--- config.mk ---
export PLATFORM = sky130hd
export DESIGN_NAME = pipelined_datapath_param_flat
export DESIGN_NICKNAME = d
export VERILOG_FILES = /design/src/rtl/pipelined_datapath_param_if.sv /design/src/rtl/pipelined_datapath_param.sv /design/src/flat_wrapper.sv
export SDC_FILE = /design/constraint.sdc
export NUM_CORES = 2
export LEC_CHECK = 0
export CAP_MARGIN = 20
export CELL_PAD_IN_SITES_DETAIL_PLACEMENT = 1
export CELL_PAD_IN_SITES_GLOBAL_PLACEMENT = 2
export CORE_ASPECT_RATIO = 0.6
export CORE_MARGIN = 2
export CORE_UTILIZATION = 42
export DETAILED_ROUTE_END_ITERATION = 10
export PLACE_DENSITY = 0.81
export SKIP_LAST_GASP = 1
export SYNTH_ARGS = -nofsm -noshare
export SYNTH_HDL_FRONTEND = slang
export SYNTH_SLANG_ARGS = --single-unit
--- constraint.sdc ---
create_clock -name clk -period 7.4 [get_ports clk]
set_input_delay 2.22 -clock clk [delete_from_list [all_inputs] [get_ports clk]]
set_output_delay 2.22 -clock clk [all_outputs]
set_load 0.01 [all_outputs]
--- src/rtl/pipelined_datapath_param_if.sv ---
// Instruction/data memory bus between the datapath (master) and combinational-read memories (slave).
// Reads are same-cycle; stores commit on the rising clock edge while dmem_we is high.
interface pipelined_datapath_param_if #(
    parameter int DATA_W  = 32,
    parameter int IMEM_AW = 9,
    parameter int DMEM_AW = 8
);
    logic [IMEM_AW-1:0] imem_addr;
    logic [31:0]        imem_rdata;
    logic [DMEM_AW-1:0] dmem_addr;
    logic               dmem_we;
    logic [DATA_W-1:0]  dmem_wdata;
    logic [DATA_W-1:0]  dmem_rdata;

    modport master (
        output imem_addr, dmem_addr, dmem_we, dmem_wdata,
        input  imem_rdata, dmem_rdata
    );

    modport slave (
        input  imem_addr, dmem_addr, dmem_we, dmem_wdata,
        output imem_rdata, dmem_rdata
    );
endinterface

--- src/rtl/pipelined_datapath_param.sv ---
// Five-stage integer pipeline with ALU, 8-entry register file, forwarding or interlock, load-use stall and HALT drain.
// Latency 5 cycles fetch-to-writeback; a hazard holds PC and IF/ID and sends a bubble into EX.
module pipelined_datapath_param #(
    parameter int DATA_W  = 32,
    parameter int IMEM_AW = 9,
    parameter int DMEM_AW = 8,
    parameter int FWD_EN  = 1
) (
    input  logic                       clk,
    input  logic                       rst,
    pipelined_datapath_param_if.master bus,
    input  logic [2:0]                 dbg_raddr,
    output logic [DATA_W-1:0]          dbg_rdata,
    output logic                       halted,
    output logic [31:0]                retired_cnt,
    output logic [31:0]                stall_cnt
);
    typedef logic [DATA_W-1:0] word_t;

    typedef struct packed {
        logic       vld;
        logic       wreg;
        logic       is_load;
        logic       is_store;
        logic       is_halt;
        logic       use1;
        logic       use2;
        logic [3:0] op;
        logic [2:0] rs1;
        logic [2:0] rs2;
        logic [2:0] rd;
        logic [4:0] shamt;
        word_t      imm;
    } ctrl_t;

    typedef struct packed {
        ctrl_t c;
        word_t a;
        word_t b;
    } id_ex_t;

    typedef struct packed {
        logic       vld;
        logic       wreg;
        logic       is_load;
        logic       is_store;
        logic       is_halt;
        logic [2:0] rd;
        word_t      res;
        word_t      sdat;
    } ex_mem_t;

    typedef struct packed {
        logic       vld;
        logic       wreg;
        logic       is_halt;
        logic [2:0] rd;
        word_t      res;
    } mem_wb_t;

    function automatic ctrl_t decode(input logic [31:0] ins);
        ctrl_t c;
        c       = '0;
        c.op    = ins[20:17];
        c.rs1   = ins[29:27];
        c.rs2   = ins[26:24];
        c.rd    = ins[23:21];
        c.shamt = ins[10:6];
        c.imm   = word_t'($signed(ins[15:0]));
        if (ins[31]) begin
            c.vld      = 1'b1;
            c.is_store = 1'b1;
            c.use1     = 1'b1;
            c.use2     = 1'b1;
        end else if (ins[30]) begin
            c.vld     = 1'b1;
            c.wreg    = 1'b1;
            c.is_load = (c.op == 4'hE);
            c.use1    = (c.op <= 4'h8) || (c.op == 4'hE);
            c.use2    = (c.op <= 4'h4);
        end else if (c.op == 4'hF) begin
            c.vld     = 1'b1;
            c.is_halt = 1'b1;
        end
        return c;
    endfunction

    logic [IMEM_AW-1:0] pc;
    logic [31:0]        if_id_ins;
    logic               halt_seen;
    id_ex_t             id_ex;
    ex_mem_t            ex_mem;
    mem_wb_t            mem_wb;
    word_t              regs [8];

    ctrl_t idc;
    word_t id_a, id_b, ex_a, ex_b, alu;
    logic  hit_ex, hit_mem, stall, freeze;

    // ID: decode, register read with write-through from WB, hazard detection
    always_comb begin
        idc  = decode(if_id_ins);
        id_a = regs[idc.rs1];
        id_b = regs[idc.rs2];
        if (mem_wb.wreg && mem_wb.rd == idc.rs1) id_a = mem_wb.res;
        if (mem_wb.wreg && mem_wb.rd == idc.rs2) id_b = mem_wb.res;
        hit_ex  = id_ex.c.wreg && ((idc.use1 && id_ex.c.rd == idc.rs1) ||
                                   (idc.use2 && id_ex.c.rd == idc.rs2));
        hit_mem = ex_mem.wreg  && ((idc.use1 && ex_mem.rd == idc.rs1) ||
                                   (idc.use2 && ex_mem.rd == idc.rs2));
        stall   = (FWD_EN != 0) ? (hit_ex && id_ex.c.is_load) : (hit_ex || hit_mem);
        freeze  = halt_seen || idc.is_halt;
    end

    // EX: newest producer wins, so the EX/MEM check overrides MEM/WB
    always_comb begin
        ex_a = id_ex.a;
        ex_b = id_ex.b;
        if (FWD_EN != 0) begin
            if (mem_wb.wreg && mem_wb.rd == id_ex.c.rs1) ex_a = mem_wb.res;
            if (mem_wb.wreg && mem_wb.rd == id_ex.c.rs2) ex_b = mem_wb.res;
            if (ex_mem.wreg && !ex_mem.is_load && ex_mem.rd == id_ex.c.rs1) ex_a = ex_mem.res;
            if (ex_mem.wreg && !ex_mem.is_load && ex_mem.rd == id_ex.c.rs2) ex_b = ex_mem.res;
        end
        case (id_ex.c.op)
            4'h0:       alu = ex_a + ex_b;
            4'h1:       alu = ex_a - ex_b;
            4'h2:       alu = ex_a & ex_b;
            4'h3:       alu = ex_a | ex_b;
            4'h4:       alu = ex_a ^ ex_b;
            4'h5:       alu = (32'(id_ex.c.shamt) >= DATA_W) ? '0 : (ex_a << id_ex.c.shamt);
            4'h6:       alu = (32'(id_ex.c.shamt) >= DATA_W) ? '0 : (ex_a >> id_ex.c.shamt);
            4'h7:       alu = ex_a;
            4'h8, 4'hE: alu = ex_a + id_ex.c.imm;
            default:    alu = '0;
        endcase
        if (id_ex.c.is_store) alu = ex_a + id_ex.c.imm;
    end

    always_ff @(posedge clk or negedge rst) begin
        if (!rst) begin
            pc        <= '0;
            if_id_ins <= '0;
            id_ex     <= '0;
            halt_seen <= 1'b0;
        end else if (stall) begin
            id_ex <= '0;
        end else begin
            id_ex.c <= idc;
            id_ex.a <= id_a;
            id_ex.b <= id_b;
            if (freeze) begin
                if_id_ins <= '0;
            end else begin
                if_id_ins <= bus.imem_rdata;
                pc        <= pc + 1'b1;
            end
            if (idc.is_halt) halt_seen <= 1'b1;
        end
    end

    always_ff @(posedge clk or negedge rst) begin
        if (!rst) begin
            ex_mem <= '0;
            mem_wb <= '0;
        end else begin
            ex_mem.vld      <= id_ex.c.vld;
            ex_mem.wreg     <= id_ex.c.wreg;
            ex_mem.is_load  <= id_ex.c.is_load;
            ex_mem.is_store <= id_ex.c.is_store;
            ex_mem.is_halt  <= id_ex.c.is_halt;
            ex_mem.rd       <= id_ex.c.rd;
            ex_mem.res      <= alu;
            ex_mem.sdat     <= ex_b;
            mem_wb.vld      <= ex_mem.vld;
            mem_wb.wreg     <= ex_mem.wreg;
            mem_wb.is_halt  <= ex_mem.is_halt;
            mem_wb.rd       <= ex_mem.rd;
            mem_wb.res      <= ex_mem.is_load ? bus.dmem_rdata : ex_mem.res;
        end
    end

    always_ff @(posedge clk or negedge rst) begin
        if (!rst) begin
            for (int i = 0; i < 8; i++) regs[i] <= '0;
            retired_cnt <= '0;
            stall_cnt   <= '0;
            halted      <= 1'b0;
        end else begin
            if (mem_wb.wreg) regs[mem_wb.rd] <= mem_wb.res;
            if (mem_wb.vld && retired_cnt != '1) retired_cnt <= retired_cnt + 1'b1;
            if (stall && stall_cnt != '1) stall_cnt <= stall_cnt + 1'b1;
            if (mem_wb.is_halt) halted <= 1'b1;
        end
    end

    assign bus.imem_addr  = pc;
    assign bus.dmem_addr  = ex_mem.res[DMEM_AW-1:0];
    assign bus.dmem_we    = ex_mem.is_store;
    assign bus.dmem_wdata = ex_mem.sdat;
    assign dbg_rdata      = regs[dbg_raddr];
endmodule
--- src/flat_wrapper.sv ---
// flat-port wrapper written by rule: the top's interface ports become plain ports
module pipelined_datapath_param_flat 
#(
    parameter int DATA_W  = 32,
    parameter int IMEM_AW = 9,
    parameter int DMEM_AW = 8,
    parameter int FWD_EN  = 1
)
  (clk, rst, dbg_raddr, dbg_rdata, halted, retired_cnt, stall_cnt, bus_imem_addr, bus_dmem_addr, bus_dmem_we, bus_dmem_wdata, bus_imem_rdata, bus_dmem_rdata);
  pipelined_datapath_param_if #(.DATA_W(DATA_W), .IMEM_AW(IMEM_AW), .DMEM_AW(DMEM_AW)) bus_i ();
  input  logic clk;
  input  logic rst;
  input  logic [2:0] dbg_raddr;
  output logic [DATA_W-1:0] dbg_rdata;
  output logic halted;
  output logic [31:0] retired_cnt;
  output logic [31:0] stall_cnt;
  output wire logic [$bits(bus_i.imem_addr)-1:0] bus_imem_addr;
  output wire logic [$bits(bus_i.dmem_addr)-1:0] bus_dmem_addr;
  output wire logic [$bits(bus_i.dmem_we)-1:0] bus_dmem_we;
  output wire logic [$bits(bus_i.dmem_wdata)-1:0] bus_dmem_wdata;
  input wire logic [$bits(bus_i.imem_rdata)-1:0] bus_imem_rdata;
  input wire logic [$bits(bus_i.dmem_rdata)-1:0] bus_dmem_rdata;
  assign bus_imem_addr = bus_i.imem_addr;
  assign bus_dmem_addr = bus_i.dmem_addr;
  assign bus_dmem_we = bus_i.dmem_we;
  assign bus_dmem_wdata = bus_i.dmem_wdata;
  assign bus_i.imem_rdata = bus_imem_rdata;
  assign bus_i.dmem_rdata = bus_dmem_rdata;
  pipelined_datapath_param #(.DATA_W(DATA_W), .IMEM_AW(IMEM_AW), .DMEM_AW(DMEM_AW), .FWD_EN(FWD_EN)) u_core (.clk(clk), .rst(rst), .bus(bus_i), .dbg_raddr(dbg_raddr), .dbg_rdata(dbg_rdata), .halted(halted), .retired_cnt(retired_cnt), .stall_cnt(stall_cnt));
endmodule
==> metrics.csv <==
stage,metric,value,unit
outcome,status,finished clean,
power,switchingPower,9550,uW
die,core_area,90100,um2
die,start_util,42.6,%
detailed_routing,wl_met1,70.9,mm
grt,overflow,0,
timing,timing.final.hold_violations,0,
grt,grt_max_degree,177,
clock_network,cts-root-buf,clkbuf_16,
synthesis,synth_top_family_by_area,multiplexers,
placement,gp_congestion,1.02,
detailed_routing,drt_first_pass_iters,7,
synthesis,synth_xor_area_share,4.19,%
synthesis,synth.avg_cell_area,11.2,um2
grt,grt_first_pass_wirelength,226,mm
synthesis,yosys_most_used_dff,dfrtp_1,
timing,drv_slew,0,
critical_path,critical_path_class,reg -> reg,
critical_path,cp-start-kind,flip-flop,
die,dieHeight,238,um
critical_path,endpoint_kind,flip-flop,
timing,fin_worst_skew,0.0529,ns
critical_path,cpLargestDelayFamily,simple AND/OR/NAND/NOR gates,
synthesis,ys_seq_elements,570,
worst_hold_path,hold_path_class,reg -> reg,
synthesis,synthArstFlopShare,100,%
run,cap_violations,0,
synthesis,ys_warn_count,0,
synthesis,synth_fa_ha_area_share,4.28,%
clock_network,cts.sinks,570,
synthesis,synth_edf_count,0,
placement,numPlacedInstances,4651,
detailed_routing,routed_via_density,6.50,
synthesis,synth_seq_area_share,37.2,%
synthesis,synth_cells,3419,
power,sequentialPowerShare,27.7,%
cells_and_area,nFillCells,9462,
detailed_routing,routed.top_layer,met4,
die,num_rows,85,
timing,final.period_utilization,96.0,%
timing,rsz0062_at_grt,no,
clock_network,path_clk_slew,0.07,ns
critical_path,cp.required,7.83,ns
clock_network,clk_latency,0.68,ns
power,p_leak,0.0190,uW
synthesis,synth_compound_area_share,10.8,%
grt,grt_use_total,32.4,%
timing,final.setup.tns,0,ns
detailed_routing,drc,0,
clock_network,post_cts_buffers,0,
cells_and_area,finalNonFillerCells,4763,
clock_network,ctsHoldBuffers,0,
synthesis,syn_nets,3618,
timing,slew_headroom,19.5,%
synthesis,yosysUniqueCellTypes,95,
timing,finalSetupViolCount,0,
power,p_int,11100,uW
clock_network,cts_tree,yes,
cells_and_area,regArea,14300,um2
clock_network,cts_made_buffers,57,
cells_and_area,multiInputGateArea,22500,um2
grt,grt_antenna_before_repair,8,
detailed_routing,ant_nets,0,
grt,first_global_vias,32300,
clock_network,cts.repair.resized,0,
die,io-pin-count,216,
clock_network,cts-htree-levels,2,
power,clockPowerShare,15.9,%
critical_path,cp_common_cell,nand2_1,
timing,tightest_slew,1.21,ns
detailed_routing,first_iter_violations,2989,
detailed_routing,wl_met3,13.8,mm
critical_path,critPathArrivalTime,7.54,ns
placement,io_buffers,214,
critical_path,cpPeakStageDelay,0.73,ns
die,die_w,394,um
critical_path,path_cells,xor2_2 > or4_1 > a221o_1 > o32ai_2 > nand2_1 > nor2_2 > nand2_1 > or3_1 > nand2_1 > xnor2_1 > ha_1 > nor2b_1 > nor4_1 > nor3_1 > nor4_1 > buf_4 > o21ai_0 > a31o_2 > a31oi_1 > xor2_1 > o221ai_1,
power,power_frac_comb,56.4,%
placement,dpl.hpwl,110,mm
critical_path,rrSetupSlack,0.30,ns
critical_path,critical_path.max_fanout,10,
timing,period_minus_slack,7.10,ns
clock_network,cts_max_path_buffers,3,
synthesis,muxShareOfSynthArea,29.5,%
timing,max_freq,141,MHz
synthesis,synth_area,38400,um2
cells_and_area,drive_above_1_share,25.8,%
critical_path,critPathSlowestCell,or4_1,
detailed_routing,routedWlPerCell,31.9,um
detailed_routing,wl_met2,63.5,mm
detailed_routing,num_vias,31000,
synthesis,synth-simple-area-share,9.49,%
cells_and_area,area_delta_synth_final,14.1,%
power,p_sw_share,46.2,%
power,ir_worst_vdd,0.260,mV
power,p_per_area,472,nW/um2
cells_and_area,nNetsFinal,3694,
detailed_routing,wirelength,152,mm
die,die_area,93900,um2
critical_path,path_buf_inv,1,
-- per-layer routing --
layer | vias up | global-route usage (%)
met5 | - | 0
li1 | 12900 | -
met3 | 216 | 8.24
met2 | 1349 | 46.0
met1 | 16500 | 48.8
met4 | 0 | 8.29
-- cell type report --
type | instances | share of cell area, %
inverters | 97 | 0.831
clock inverters | 34 | 1.16
diodes | 3 | 0.0171
repair buffers | 327 | 7.03
flip-flops and latches | 570 | 32.6
multi-input cells | 2442 | 51.3
clock buffers | 72 | 3.57
well taps | 1218 | 3.48
-- path summary, 6_finish.rpt --
path / from / to / cells past startpoint
worst max-delay path: u_core.mem_wb[32]$_DFF_PN0_ / u_core.ex_mem[60]$_DFF_PN0_ / 21
worst min-delay path: u_core.ex_mem[71]$_DFF_PN0_ / u_core.mem_wb[37]$_DFF_PN0_ / 0
worst max register to register: u_core.mem_wb[32]$_DFF_PN0_ / u_core.ex_mem[60]$_DFF_PN0_ / 21
worst min register to register: u_core.ex_mem[71]$_DFF_PN0_ / u_core.mem_wb[37]$_DFF_PN0_ / 0
max in group asynchronous: rst / u_core.regs[112]$_DFFE_PN0P_ / 2
min in group asynchronous: rst / u_core.stall_cnt[26]$_DFFE_PN0P_ / 1
-- kinds of logic after synthesis --
kind of cell             after synthesis
AND/OR/NAND/NOR                      777
multiplexers                         752
AO/OA/AOI/OAI                        601
flip-flops                           570
buffers and inverters                407
XOR/XNOR                             182
adder cells (fa/ha/maj)              130
-- state kept, by name, indices dropped and copies added, names as in the netlist --
name                   count
u_core.regs              256
u_core.id_ex              98
u_core.mem_wb             38
u_core.bus.dmem_wdata     32
u_core.retired_cnt        32
u_core.stall_cnt          32
u_core.ex_mem             31
u_core.if_id_ins          31
u_core.bus.imem_addr       9
u_core.bus.dmem_addr       8
u_core.bus.dmem_we         1
u_core.halt_seen           1
u_core.halted              1
-- synthesized netlist by cell type, drive strengths merged (5+ instances only) --
cell,number,area [um2]
a2111oi,8,88.8
a211oi,92,691
a21o,31,233
a21oi,110,566
a221o,15,150
a221oi,42,374
a22o,5,43.8
a22oi,10,80.1
a31o,12,105
a31oi,27,181
a41oi,6,60.1
and2,45,284
and3,38,238
and4,6,52.6
buf,99,583
clkbuf,211,792
dfrtp,570,14300
ha,128,1600
inv,94,353
mux2,348,3930
mux2i,139,1440
mux4,265,5970
nand2,247,942
nand2b,18,113
nand3,40,200
nand4,33,228
nor2,248,936
nor2b,10,62.6
nor3,36,191
nor3b,5,37.5
nor4,13,81.3
o211ai,12,90.1
o21a,14,105
o21ai,133,666
o21bai,8,60.1
o221ai,21,184
o22ai,13,81.3
o311ai,6,52.6
o31ai,10,103
o41ai,6,52.6
or2,7,43.8
or3,15,93.8
xnor2,132,1160
xor2,50,445
-- metrics by stage --
step / area (um2) / total power (uW) / worst slack (ns) / util (%) / hold WS, ns
floorplan: 38400 / 12600 / 1.19 / - / 0.331
global placement: 41700 / 16600 / 0.668 / 46.3 / 0.340
detailed placement: 41700 / 17000 / 0.614 / 46.3 / 0.343
CTS: 43800 / 20400 / 0.523 / 48.6 / 0.353
global route: 43800 / 21600 / 0.0967 / 48.6 / 0.354
finish: 43800 / 20700 / 0.295 / 48.6 / 0.351
-- power by group through the flow --
stage               sequential [uW]  clock (uW)  combinational, uW
global placement               5560           0              11000
detailed placement             5720           0              11300
global route                   5880        3450              12300
CTS                            5690        3330              11400
finish                         5730        3280              11700
floorplan                      4890           0               7750
-- cells in the final DEF, fill, tap and decap left out, types with 120 or more instances in the layout --
master           count
clkdlybuf4s50_1    210
dfrtp_1            561
ha_1               128
mux2_2             336
mux2i_1            125
mux4_2             265
nand2_1            245
nor2_1             244
o21ai_0            120
xnor2_1            131
No activity file was read; power rests on OpenSTA's default activity.
